`src/rtl/swish_ctrl_pkg.sv`:
```
// Shared types and helpers for the swish stream controller.
// Holds the FSM state encoding and counter width calculation.
package swish_ctrl_pkg;

  typedef enum logic [1:0] {
    IDLE,
    RUN,
    DRAIN
  } state_e;

  // Bits needed to hold values 0..n inclusive.
  function automatic int cnt_width(input int n);
    int w;
    w = 1;
    while ((64'd1 << w) <= 64'(n)) w++;
    return w;
  endfunction

endpackage

```
`src/rtl/stream_lazy_fork2.sv`:
```
// Two-way lazy stream fork: each branch takes a beat exactly once.
// Taken flags remember branches already served until the beat retires.
module stream_lazy_fork2 (
  input  logic clk,
  input  logic rst,
  input  logic en_i,
  input  logic valid_i,
  output logic ready_o,
  output logic a_valid_o,
  input  logic a_ready_i,
  output logic b_valid_o,
  input  logic b_ready_i
);

  logic taken_a_q, taken_a_d;
  logic taken_b_q, taken_b_d;
  logic beat;

  assign a_valid_o = valid_i & en_i & ~taken_a_q;
  assign b_valid_o = valid_i & en_i & ~taken_b_q;
  assign ready_o   = en_i
                   & (a_ready_i | taken_a_q)
                   & (b_ready_i | taken_b_q);
  assign beat      = valid_i & ready_o;

  always_comb begin
    taken_a_d = taken_a_q | (a_valid_o & a_ready_i);
    taken_b_d = taken_b_q | (b_valid_o & b_ready_i);
    if (beat) begin
      taken_a_d = 1'b0;
      taken_b_d = 1'b0;
    end
  end

  always_ff @(posedge clk or negedge rst) begin
    if (!rst) begin
      taken_a_q <= 1'b0;
      taken_b_q <= 1'b0;
    end else begin
      taken_a_q <= taken_a_d;
      taken_b_q <= taken_b_d;
    end
  end

endmodule

```
`src/rtl/fixed_swish_stream_ctrl.sv`:
```
// Swish pass sequencer: forks input beats to sigmoid and bypass paths,
// bounds in-flight beats with credits and tracks end of tensor.
module fixed_swish_stream_ctrl
  import swish_ctrl_pkg::*;
#(
  parameter int TOTAL_BEATS  = 10,
  parameter int MAX_INFLIGHT = 10,
  parameter int CNT_W        = cnt_width(TOTAL_BEATS),
  parameter int CRD_W        = cnt_width(MAX_INFLIGHT)
) (
  input  logic             clk,
  input  logic             rst,
  input  logic             start,
  output logic             busy,
  output logic             done,
  output logic             err,
  input  logic             in_valid,
  output logic             in_ready,
  output logic             fork_a_valid,
  input  logic             fork_a_ready,
  output logic             fork_b_valid,
  input  logic             fork_b_ready,
  input  logic             out_valid,
  input  logic             out_ready,
  output logic             out_last,
  output logic [CRD_W-1:0] inflight
);

  localparam logic [CNT_W-1:0] TOT  = CNT_W'(TOTAL_BEATS);
  localparam logic [CNT_W-1:0] LAST = CNT_W'(TOTAL_BEATS - 1);
  localparam logic [CRD_W-1:0] CMAX = CRD_W'(MAX_INFLIGHT);

  state_e           state_q, state_d;
  logic [CNT_W-1:0] in_cnt_q, in_cnt_d;
  logic [CNT_W-1:0] out_cnt_q, out_cnt_d;
  logic [CRD_W-1:0] inflight_q, inflight_d;
  logic             err_q, err_d;
  logic             done_q, done_d;
  logic             accept_en, beat, ohs;

  assign accept_en = (state_q == RUN) && (inflight_q < CMAX);
  assign beat      = in_valid & in_ready;
  assign ohs       = out_valid & out_ready;

  stream_lazy_fork2 u_fork (
    .clk       (clk),
    .rst       (rst),
    .en_i      (accept_en),
    .valid_i   (in_valid),
    .ready_o   (in_ready),
    .a_valid_o (fork_a_valid),
    .a_ready_i (fork_a_ready),
    .b_valid_o (fork_b_valid),
    .b_ready_i (fork_b_ready)
  );

  always_comb begin
    state_d    = state_q;
    in_cnt_d   = in_cnt_q;
    out_cnt_d  = out_cnt_q;
    inflight_d = inflight_q;
    err_d      = err_q;
    done_d     = 1'b0;
    unique case (state_q)
      IDLE: begin
        if (start) begin
          state_d   = RUN;
          in_cnt_d  = '0;
          out_cnt_d = '0;
          err_d     = 1'b0;
        end
      end
      RUN: begin
        if (beat) in_cnt_d = in_cnt_q + 1'b1;
        if (in_cnt_d == TOT) state_d = DRAIN;
      end
      DRAIN: ;
      default: state_d = IDLE;
    endcase
    if (state_q != IDLE && ohs && out_cnt_q != TOT)
      out_cnt_d = out_cnt_q + 1'b1;
    // An early final output still spends one cycle in DRAIN.
    if (state_q == DRAIN && out_cnt_d == TOT) begin
      state_d = IDLE;
      done_d  = 1'b1;
    end
    unique case ({beat, ohs})
      2'b10: inflight_d = inflight_q + 1'b1;
      2'b01: begin
        if (inflight_q == '0) err_d = 1'b1;
        else inflight_d = inflight_q - 1'b1;
      end
      default: ;
    endcase
  end

  always_ff @(posedge clk or negedge rst) begin
    if (!rst) begin
      state_q    <= IDLE;
      in_cnt_q   <= '0;
      out_cnt_q  <= '0;
      inflight_q <= '0;
      err_q      <= 1'b0;
      done_q     <= 1'b0;
    end else begin
      state_q    <= state_d;
      in_cnt_q   <= in_cnt_d;
      out_cnt_q  <= out_cnt_d;
      inflight_q <= inflight_d;
      err_q      <= err_d;
      done_q     <= done_d;
    end
  end

  assign busy     = (state_q != IDLE);
  assign done     = done_q;
  assign err      = err_q;
  assign out_last = busy & (out_cnt_q == LAST);
  assign inflight = inflight_q;

endmodule

```
`config.mk`:
```
export PLATFORM = sky130hd
export DESIGN_NAME = fixed_swish_stream_ctrl
export DESIGN_NICKNAME = d
export VERILOG_FILES = /design/src/rtl/swish_ctrl_pkg.sv /design/src/rtl/stream_lazy_fork2.sv /design/src/rtl/fixed_swish_stream_ctrl.sv
export SDC_FILE = /design/constraint.sdc
export NUM_CORES = 1
export LEC_CHECK = 0
export BUFFER_PORTS_ARGS = -buffer_cell sky130_fd_sc_hd__buf_2
export CORE_MARGIN = 3
export CORE_UTILIZATION = 51
export CTS_BUF_LIST = sky130_fd_sc_hd__clkbuf_2
export CTS_CLUSTER_SIZE = 10
export DETAILED_ROUTE_END_ITERATION = 7
export GPL_TIMING_DRIVEN = 0
export MAX_ROUTING_LAYER = met4
export PLACE_DENSITY = 0.77
export SYNTH_ARGS = -nofsm -noshare
export SYNTH_HDL_FRONTEND = slang
export SYNTH_HIERARCHICAL = 1
export SYNTH_SLANG_ARGS = --single-unit
```
`constraint.sdc`:
```
create_clock -name clk -period 2.22 [get_ports clk]
set_input_delay 0.111 -clock clk [delete_from_list [all_inputs] [get_ports clk]]
set_output_delay 0.111 -clock clk [all_outputs]
set_load 0.01 [all_outputs]
```
==> results of run 1 <==
[power by group]
part | total [uW] | internal [uW] | leakage [uW] | switching (uW)
registers | 623 | 464 | 0.000224 | 159
logic | 1000 | 513 | 0.000449 | 486
clock network | 128 | 36.8 | 0.0000125 | 91.6
[metal layers]
metal / track usage, % / vias to the layer above
met5: - / -
met3: 6.27 / 2
met2: 30.0 / 18
met1: 24.6 / 449
met4: 4.26 / 0
li1: - / 469
[cell families after synthesis]
| kind of cell | synth area share, % |
|---|---|
| compound gates | 17.4 |
| xor+xnor | 3.98 |
| mux | 5.68 |
| buf+inv | 4.09 |
| flops | 40.9 |
| simple gates | 19.3 |
| fa+ha+maj | 8.64 |
[layout by cell type (no fill, tap or decap), types with 2 or more instances in the layout]
cell type,n
o21ai_0,2
mux2i_1,4
mux2_2,2
ha_1,5
clkbuf_2,3
buf_4,10
nor3_1,3
a21oi_2,2
nand3_1,2
nand2_1,11
nor2_1,11
nand2_2,2
buf_2,18
and3_1,2
a22o_1,5
dfrtp_1,17
o21a_1,2
o22a_1,2
xnor2_1,4
inv_1,6
a21o_1,2
[registers in the layout, indices dropped and copies added (netlist names)]
| signal | flops |
|---|---|
| inflight | 4 |
| err | 1 |
| u_fork/taken_b_q | 1 |
| u_fork/taken_a_q | 1 |
| state_q | 2 |
| done | 1 |
| out_cnt_q | 4 |
| in_cnt_q | 4 |
[cell type report]
cell class	count	area, sq um	share of cell area, %
multi-input cells	85	669	48.3
clock buffers	3	15.0	1.08
plain buffers	2	18.8	1.36
repair buffers	28	168	12.1
flip-flops and latches	18	452	32.6
well taps	27	33.8	2.44
inverters	7	28.8	2.08
[critical path, cell delays in order (launching register included)]
cell	delay, ps
dfrtp_2	450
o21a_1	230
nor2_4	140
nor3b_4	230
nand2_2	110
nand3_4	90
inv_4	50
ha_4	200
a21o_1	170
a21oi_2	140
nor2_1	60
a21oi_1	140
xnor2_1	140
[per-stage QoR]
step / worst slack (ps) / setup TNS (ps)
global route: -174 / -192
global placement: -41.3 / -41.3
floorplan: 8.41 / 0
CTS: -0.0258 / -0.0258
finish: -16.3 / -16.3
detailed placement: -91.3 / -91.3
[worst max path at each step]
| stage | startpoint | cells past startpoint | to |
|---|---|---|---|
| after floorplan | inflight[2] | 12 | inflight[3] |
| after CTS | state_q[1] | 13 | inflight[3] |
| after detailed placement | inflight[2] | 12 | inflight[3] |
| after global placement | state_q[1] | 13 | inflight[3] |
| after global routing | inflight[1] | 12 | inflight[3] |
| final | inflight[1] | 12 | inflight[3] |
[repair_timing]
item / 4_1_cts / 5_1_grt
pin swaps: 5 / 7
endpoints found under the hold margin: 18 / 0
resized for setup: 6 / 1
setup endpoints to repair: 2 / 2
hold buffers: 1 / 0
buffers inserted: 4 / 5
==> flow_summary.ini, run 1 <==
[layout]
area_growth_pct = 25.8
final.fill_count = 167
final_nets = 160
stdcell_area_sq_mm = 0.00139
final_util_pct = 69.2
finalNonFillerCells = 170
insertedDiodeCount = 0
drive_above_1_share_pct = 34.3

[die]
die_area_sq_mm = 0.00275
pin_count = 19
core_sq_mm = 0.00200
die_height_um = 52.5
rows = 16
fp.dieW_um = 52.5
initial_core_util_pct = 55.0

[clock_network]
clk_pin_slew_ps = 160
htreeDepth = 1
cts_buffer_depth = 2
cts_made_buffers = 3
clock_sinks = 18
clk_latency_ps = 300
cts_root_buf = clkbuf_2
cts_tree = done

[route]
ant_nets = 0
avgRoutedWirePerCell_um = 13.8
dr.pass1.iters = 4
drt-vias-per-instance = 5.52
vias = 938
wl_met1_mm = 1.07
drc = 0
top_layer_used = met4
drt-total-wl_mm = 2.35
drtIter0Drc = 25
wl_met3_um = 107
wl_met2_mm = 1.17

[min_path]
holdPathStages = 4
min_to = in_cnt_q[3]
hold_start = start
min-delay-path-class = input pin to flop

[critical_path]
crit_fanout = 4
cp-end-kind = flop
path_class = flop to flop
r2r_cells = 12
critPathArrivalTime_ps = 2450
timing.rr.start = inflight[1]
cp-start-kind = flop
crit-reg2reg-capture = inflight[3]
r2r_slack_ps = -20
critPathRequiredTime_ps = 2440

[yosys]
synth.area.top_cells = dfrtp_1, ha_1, nand2_1
ys_ff_latch = 18
synth_nets = 127
netlist_area_sq_mm = 0.00110
yosysMostFrequentCell = dfrtp_1
ys_seq_area_share_pct = 40.9
synth_cell_types = 38
synth_top_cell_by_area = dfrtp_1
syn_inst = 112
synth_top_area_share_pct = 40.9
yosys_warnings = 6
synth-edff-count = 0
async_flop_share_pct = 100
yosys-top-cells-count = dfrtp_1, nand2_1, nor2_1
syn_area_per_cell_sq_um = 9.83
ys.flop_type = dfrtp_1

[sta]
setup_violations = 1
skew_ps = 13.1
report.final.slew_viol_count = 0
rsz0062_at_grt = yes
fmax_mhz = 447
min_period_ps = 2240
whs_ps = 185
setup_ws_ps = -16.3
slew_headroom_pct = 68.2
report.final.hold_viol_count = 0
worstMarginPinSlew_ps = 477
layout_worst_path_cycle_share_pct = 101

[placed_design]
numPortBuffers = 18
place_hpwl_mm = 1.62
place_congestion = 0.764
placed_cell_area_sq_mm = 0.00126
place_inst = 157

[grt]
grt_pass1_wl_mm = 3.88
antenna_found_initial = 0
grt_max_degree = 19
grtUsageTotal_pct = 19.3
gr-total-overflow = 0
grt_pass1_vias = 871

[power_and_ir_drop]
ir_worst_vdd_v = 0.000864
finalPower_uw = 1750
power.density_mw_per_mm2 = 1260
leakagePower_uw = 0.000686

[run_status]
status = finished, violations left
violations = negative setup slack

[job]
cap_violations = 0
(Power assumes the default switching activity.)
==> run 2, diff against run 1 <==
Settings changed: SETUP_SLACK_MARGIN set to 0.15.
==> run 2 against run 1 <==
Compared with the run above: the flow now finishes without violations; first-iteration DRC count shrank 24%; die area is the same; sequential power shrank 0.8%; setup slack gained 89 ps; global-route usage grew 0.64 points; non-clock buffer count is the same; via count grew 3.5%; cell count grew 0.59%; maximum frequency grew 4.1%; clock power grew 23%; hold slack lost 30 ps; clock skew grew 3.2 ps.
==> flow_summary.ini, run 2 (same netlist as run 1, synthesis figures left out) <==
[grt]
grt_max_degree = 19
grt_pass1_vias = 939
grtUsageTotal_pct = 19.9
grt_pass1_wl_mm = 4.02
gr-total-overflow = 0
antenna_found_initial = 0

[sta]
fmax_mhz = 466
slew_headroom_pct = 69.7
setup_violations = 0
skew_ps = 16.3
finalSetupTns_ps = 0
layout_worst_path_cycle_share_pct = 96.7
min_period_ps = 2150
whs_ps = 155
rsz0062_at_grt = yes
report.final.hold_viol_count = 0
report.final.slew_viol_count = 0
worstMarginPinSlew_ps = 454

[min_path]
min-delay-path-class = input pin to flop
holdPathStages = 4

[critical_path]
critPathArrivalTime_ps = 2380
critPathLaunch = inflight[1]
cp.depth = 12
crit_slowest_cell = dfrtp_2
cp_cell_sequence = o21a_1, nor2_4, nor3b_4, nand2_2, nand3_4, inv_4, ha_4, a21o_1, a21oi_2, buf_4, a21oi_2, xnor2_1
path_class = flop to flop
crit-reg2reg-capture = inflight[3]
endpoint = inflight[3]
critPathRequiredTime_ps = 2460
cp-start-kind = flop
worst_path_dominant_cell_family = compound AO/OA/AOI/OAI gates
timing.rr.start = inflight[1]
crit_fanout = 3
critPathBufInv = 2
r2r_cells = 12
cpPeakStageDelay_ps = 450
cp-end-kind = flop
r2r_slack_ps = 70
cpMostUsedCell = a21oi_2

[power_and_ir_drop]
leakagePower_uw = 0.000700
power.density_mw_per_mm2 = 1290
finalPower_uw = 1810
ir_worst_vdd_v = 0.000730

[clock_network]
cts_buffer_depth = 2
cts_tree = done
clk_pin_slew_ps = 190
cts_made_buffers = 3
clk_latency_ps = 320
clock_sinks = 18
htreeDepth = 1
cts_root_buf = clkbuf_2

[die]
initial_core_util_pct = 55.0
rows = 16
die_height_um = 52.5
fp.dieW_um = 52.5
pin_count = 19
core_sq_mm = 0.00200
die_area_sq_mm = 0.00275

[route]
drt-vias-per-instance = 5.68
vias = 971
drtIter0Drc = 19
drt-total-wl_mm = 2.38
drc = 0
avgRoutedWirePerCell_um = 13.9
dr.pass1.iters = 4
ant_nets = 0

[layout]
insertedDiodeCount = 0
drive_above_1_share_pct = 36.8
layout_common_cells = buf_2, dfrtp_1, nor2_1, nand2_1, buf_4
final_nets = 160
final_util_pct = 70.1
layout_commonest_cell = buf_2
final.fill_count = 160
area_growth_pct = 27.4
stdcell_area_sq_mm = 0.00140

[placed_design]
place_congestion = 0.811
placed_cell_area_sq_mm = 0.00127
place_hpwl_mm = 1.70
numPortBuffers = 18

[job]
cap_violations = 0

[run_status]
status = complete, no violations
[run 2: cell count changes in the layout (fill, tap and decap cells not counted)]
cell      previous run  this run
a21oi_2              2         3
xnor2_2              0         1
and2_1               1         0
and2_2               0         1
clkbuf_2             3         4
xnor2_1              4         3
a21oi_1              1         0
[run 2: how the worst min path moves through the flow]
stage / startpoint / end
5_1_grt: fork_b_ready / u_fork/taken_a_q
4_1_cts: start / in_cnt_q[3]
2_1_floorplan: rst / done
3_3_place_gp: rst / in_cnt_q[1]
3_5_place_dp: rst / in_cnt_q[1]
6_report: start / in_cnt_q[3]
[run 2: worst register-to-register path: stages, from the launching register on]
cell	delay [ps]
dfrtp_2	450
o21a_1	210
nor2_4	130
nor3b_4	220
nand2_2	110
nand3_4	90
inv_4	50
ha_4	200
a21o_1	160
a21oi_2	140
buf_4	130
a21oi_2	50
xnor2_1	130
[run 2: routing by layer]
layer / up-vias / part of all wire, % / GRT usage, %
li1: 465 / - / -
met1: 481 / 47 / 25.2
met2: 21 / 50 / 31.4
met3: 4 / 2.2 / 3.13
met4: 0 / 0.80 / 8.94
met5: - / 0 / -
[run 2: layout make-up]
cell class / count / area, sq um / area share (%)
multi-input cells: 85 / 682 / 48.6
flip-flops and latches: 18 / 452 / 32.2
repair buffers: 28 / 168 / 12.0
well taps: 27 / 33.8 / 2.41
inverters: 7 / 28.8 / 2.05
clock buffers: 4 / 20.0 / 1.43
plain buffers: 2 / 18.8 / 1.34
[run 2: metrics by stage]
step	worst slack (ps)	std cells
after floorplan	53.8	112
after global placement	-14.4	157
after detailed placement	-54.1	157
after CTS	57.3	168
after global routing	-73.5	171
final	72.5	171
[run 2: repair_timing]
action	CTS	global route
buffers inserted	6	3
hold endpoints to repair	18	0
resized for setup	5	3
pin swaps	5	5
endpoints found under the setup margin	2	5
hold buffers	1	0
[run 2: where the power goes]
part	switching (uW)	internal, uW
combinational	498	532
sequential	155	464
clock	110	47.7
==> run 3, diff against run 2 <==
Settings changed: ABC_AREA set to 1, CORE_UTILIZATION 51 to 52.
==> run 3 against run 2 <==
Compared with the run above: cell count grew 30%; critical endpoint unchanged; setup slack gained 92 ps; critical path type unchanged; hold slack worse by 46 ps; sequential cell count is the same; clock skew decreased by 12 ps; total power is 0.54% higher; final area is 7.3% higher; maximum frequency rose by 4.5%.
==> flow_summary.ini, run 3 <==
[run_status]
status = complete, no violations

[critical_path]
crit_fanout = 4
crit_slowest_cell = dfrtp_2
cp_cell_sequence = nor2_4, inv_4, a21oi_4, nand2_2, nor2_4, nand2_4, inv_4, nor2_4, ha_4, nand2_1, nor2_1, a211oi_2, nand2_1, o21ai_1, xor2_1
r2r_cells = 15
cpMostUsedCell = nor2_4
worst_path_dominant_cell_family = simple AND/OR/NAND/NOR gates
critPathRequiredTime_ps = 2450
r2r_slack_ps = 160
critPathArrivalTime_ps = 2280
timing.rr.start = state_q[1]
path_class = flop to flop
cp-end-kind = flop
critPathBufInv = 2
crit-reg2reg-capture = inflight[3]
cp-start-kind = flop
cpPeakStageDelay_ps = 460

[route]
drt-vias-per-instance = 4.84
vias = 1080
drtIter0Drc = 13
ant_nets = 0
avgRoutedWirePerCell_um = 11.0
drc = 0
drt-total-wl_mm = 2.46
dr.pass1.iters = 4

[layout]
multiInputGateArea_sq_um = 682
seq_area_sq_um = 452
finalNonFillerCells = 223
final.fill_count = 179
final_nets = 212
layout_common_cells = nand2_1, inv_1, buf_2
drive_above_1_share_pct = 30.6
layout_commonest_cell = nand2_1
final_util_pct = 73.0
area_growth_pct = 26.5
insertedDiodeCount = 0

[sta]
skew_ps = 3.87
report.final.hold_viol_count = 0
whs_ps = 109
worstMarginPinSlew_ps = 404
setup_ws_ps = 165
rsz0062_at_grt = yes
setup_violations = 0
finalSetupTns_ps = 0
fmax_mhz = 487
slew_headroom_pct = 73.1
report.final.slew_viol_count = 0
layout_worst_path_cycle_share_pct = 92.6
min_period_ps = 2060

[grt]
gr-total-overflow = 0
grt_max_degree = 19
grtUsageTotal_pct = 20.3
grt_pass1_vias = 993
grt_pass1_wl_mm = 4.12
antenna_found_initial = 0

[power_and_ir_drop]
p_int_uw = 964
ir_worst_vdd_v = 0.000785
p_switching_uw = 851
power.density_mw_per_mm2 = 1210
switching_share_pct = 46.9
p_comb_share_pct = 60.2
leakagePower_uw = 0.000833
seq_power_share_pct = 32.1
clkPwrFrac_pct = 7.6

[die]
pin_count = 19
core_sq_mm = 0.00206
fp.dieW_um = 53.8
die_area_sq_mm = 0.00290
initial_core_util_pct = 57.7
die_height_um = 53.8
rows = 16

[yosys]
synth.area.top_cells = dfrtp_1, nand2_1, inv_1
synth_top_area_share_pct = 37.9
yosys-top-cells-count = nand2_1, inv_1, dfrtp_1
async_flop_share_pct = 100
syn_inst = 162
yosys_warnings = 6
synth-edff-count = 0
syn_area_per_cell_sq_um = 7.35
ys.flop_type = dfrtp_1
synth_cell_types = 24
synth_top_cell_by_area = dfrtp_1
yosysMostFrequentCell = nand2_1
ys_seq_area_share_pct = 37.9
netlist_area_sq_mm = 0.00119
synth_nets = 177
ys_ff_latch = 18

[clock_network]
cts_tree = done
htreeDepth = 1
clk_latency_ps = 290
cts_root_buf = clkbuf_2
cts_made_buffers = 3
clk_pin_slew_ps = 170
cts_buffer_depth = 2
clock_sinks = 18

[min_path]
holdPathStages = 4
min-delay-path-class = input pin to flop
hold_start = start
min_to = out_cnt_q[2]

[placed_design]
place_inst = 207
pre_cts_ws_ps = -196
place_congestion = 0.802
numPortBuffers = 18
place_hpwl_mm = 1.88

[job]
cap_violations = 0
## run 3: power groups by stage
| stage | registers (uW) | clock network, uW | logic (uW) |
|---|---|---|---|
| floorplan | 605 | 0 | 660 |
| global placement | 598 | 0 | 860 |
| detailed placement | 607 | 0 | 894 |
| CTS | 578 | 144 | 1080 |
| global route | 604 | 154 | 1230 |
| finish | 583 | 138 | 1090 |
## run 3: worst max path at each step
stage | from | end | cells past startpoint
global placement | state_q[0] | inflight[3] | 15
detailed placement | state_q[0] | inflight[3] | 16
global route | state_q[1] | inflight[3] | 15
CTS | state_q[1] | inflight[3] | 15
floorplan | state_q[0] | inflight[3] | 15
finish | state_q[1] | inflight[3] | 15
## run 3: worst reg2reg max path, delay by kind of cell, from the launching register on
kind	cells	cell delay, ps
AO/OA/AOI/OAI	3	420
adder cells (fa/ha/maj)	1	230
buffers and inverters	2	110
XOR/XNOR	1	160
AND/OR/NAND/NOR	8	610
flip-flops	1	460
## run 3: metal layers
metal,wire length [um],vias up,track usage (%)
met2,1240,17,34.1
met5,0,-,-
met1,1130,492,24.3
li1,-,567,-
met4,29,0,8.09
met3,65,4,2.77
## run 3: through the flow
| stage | area [sq um] | total power (uW) |
|---|---|---|
| floorplan | 1230 | 1270 |
| global placement | 1360 | 1460 |
| detailed placement | 1360 | 1500 |
| CTS | 1500 | 1800 |
| global route | 1510 | 1990 |
| finish | 1510 | 1820 |
## run 3: final cells by class
class / instances / area share (%)
inverters: 35 / 9.06
well taps: 27 / 2.24
clock buffers: 3 / 0.998
flip-flops and latches: 18 / 30.0
repair buffers: 30 / 12.1
multi-input cells: 109 / 45.3
clock inverters: 1 / 0.249
## run 3: cells by family after synthesis
logic type,share of synthesized area [%]
buf+inv,11.0
xor+xnor,2.94
compound gates,7.05
flops,37.9
simple gates,33.1
fa+ha+maj,7.99
## run 3: timing repair
action,in CTS,in global routing
endpoints found under the hold margin,18,0
setup endpoints to repair,4,2
pin swaps,8,0
gates cloned,0,0
hold buffers,1,0
setup buffers,10,1
gates resized for setup,7,4
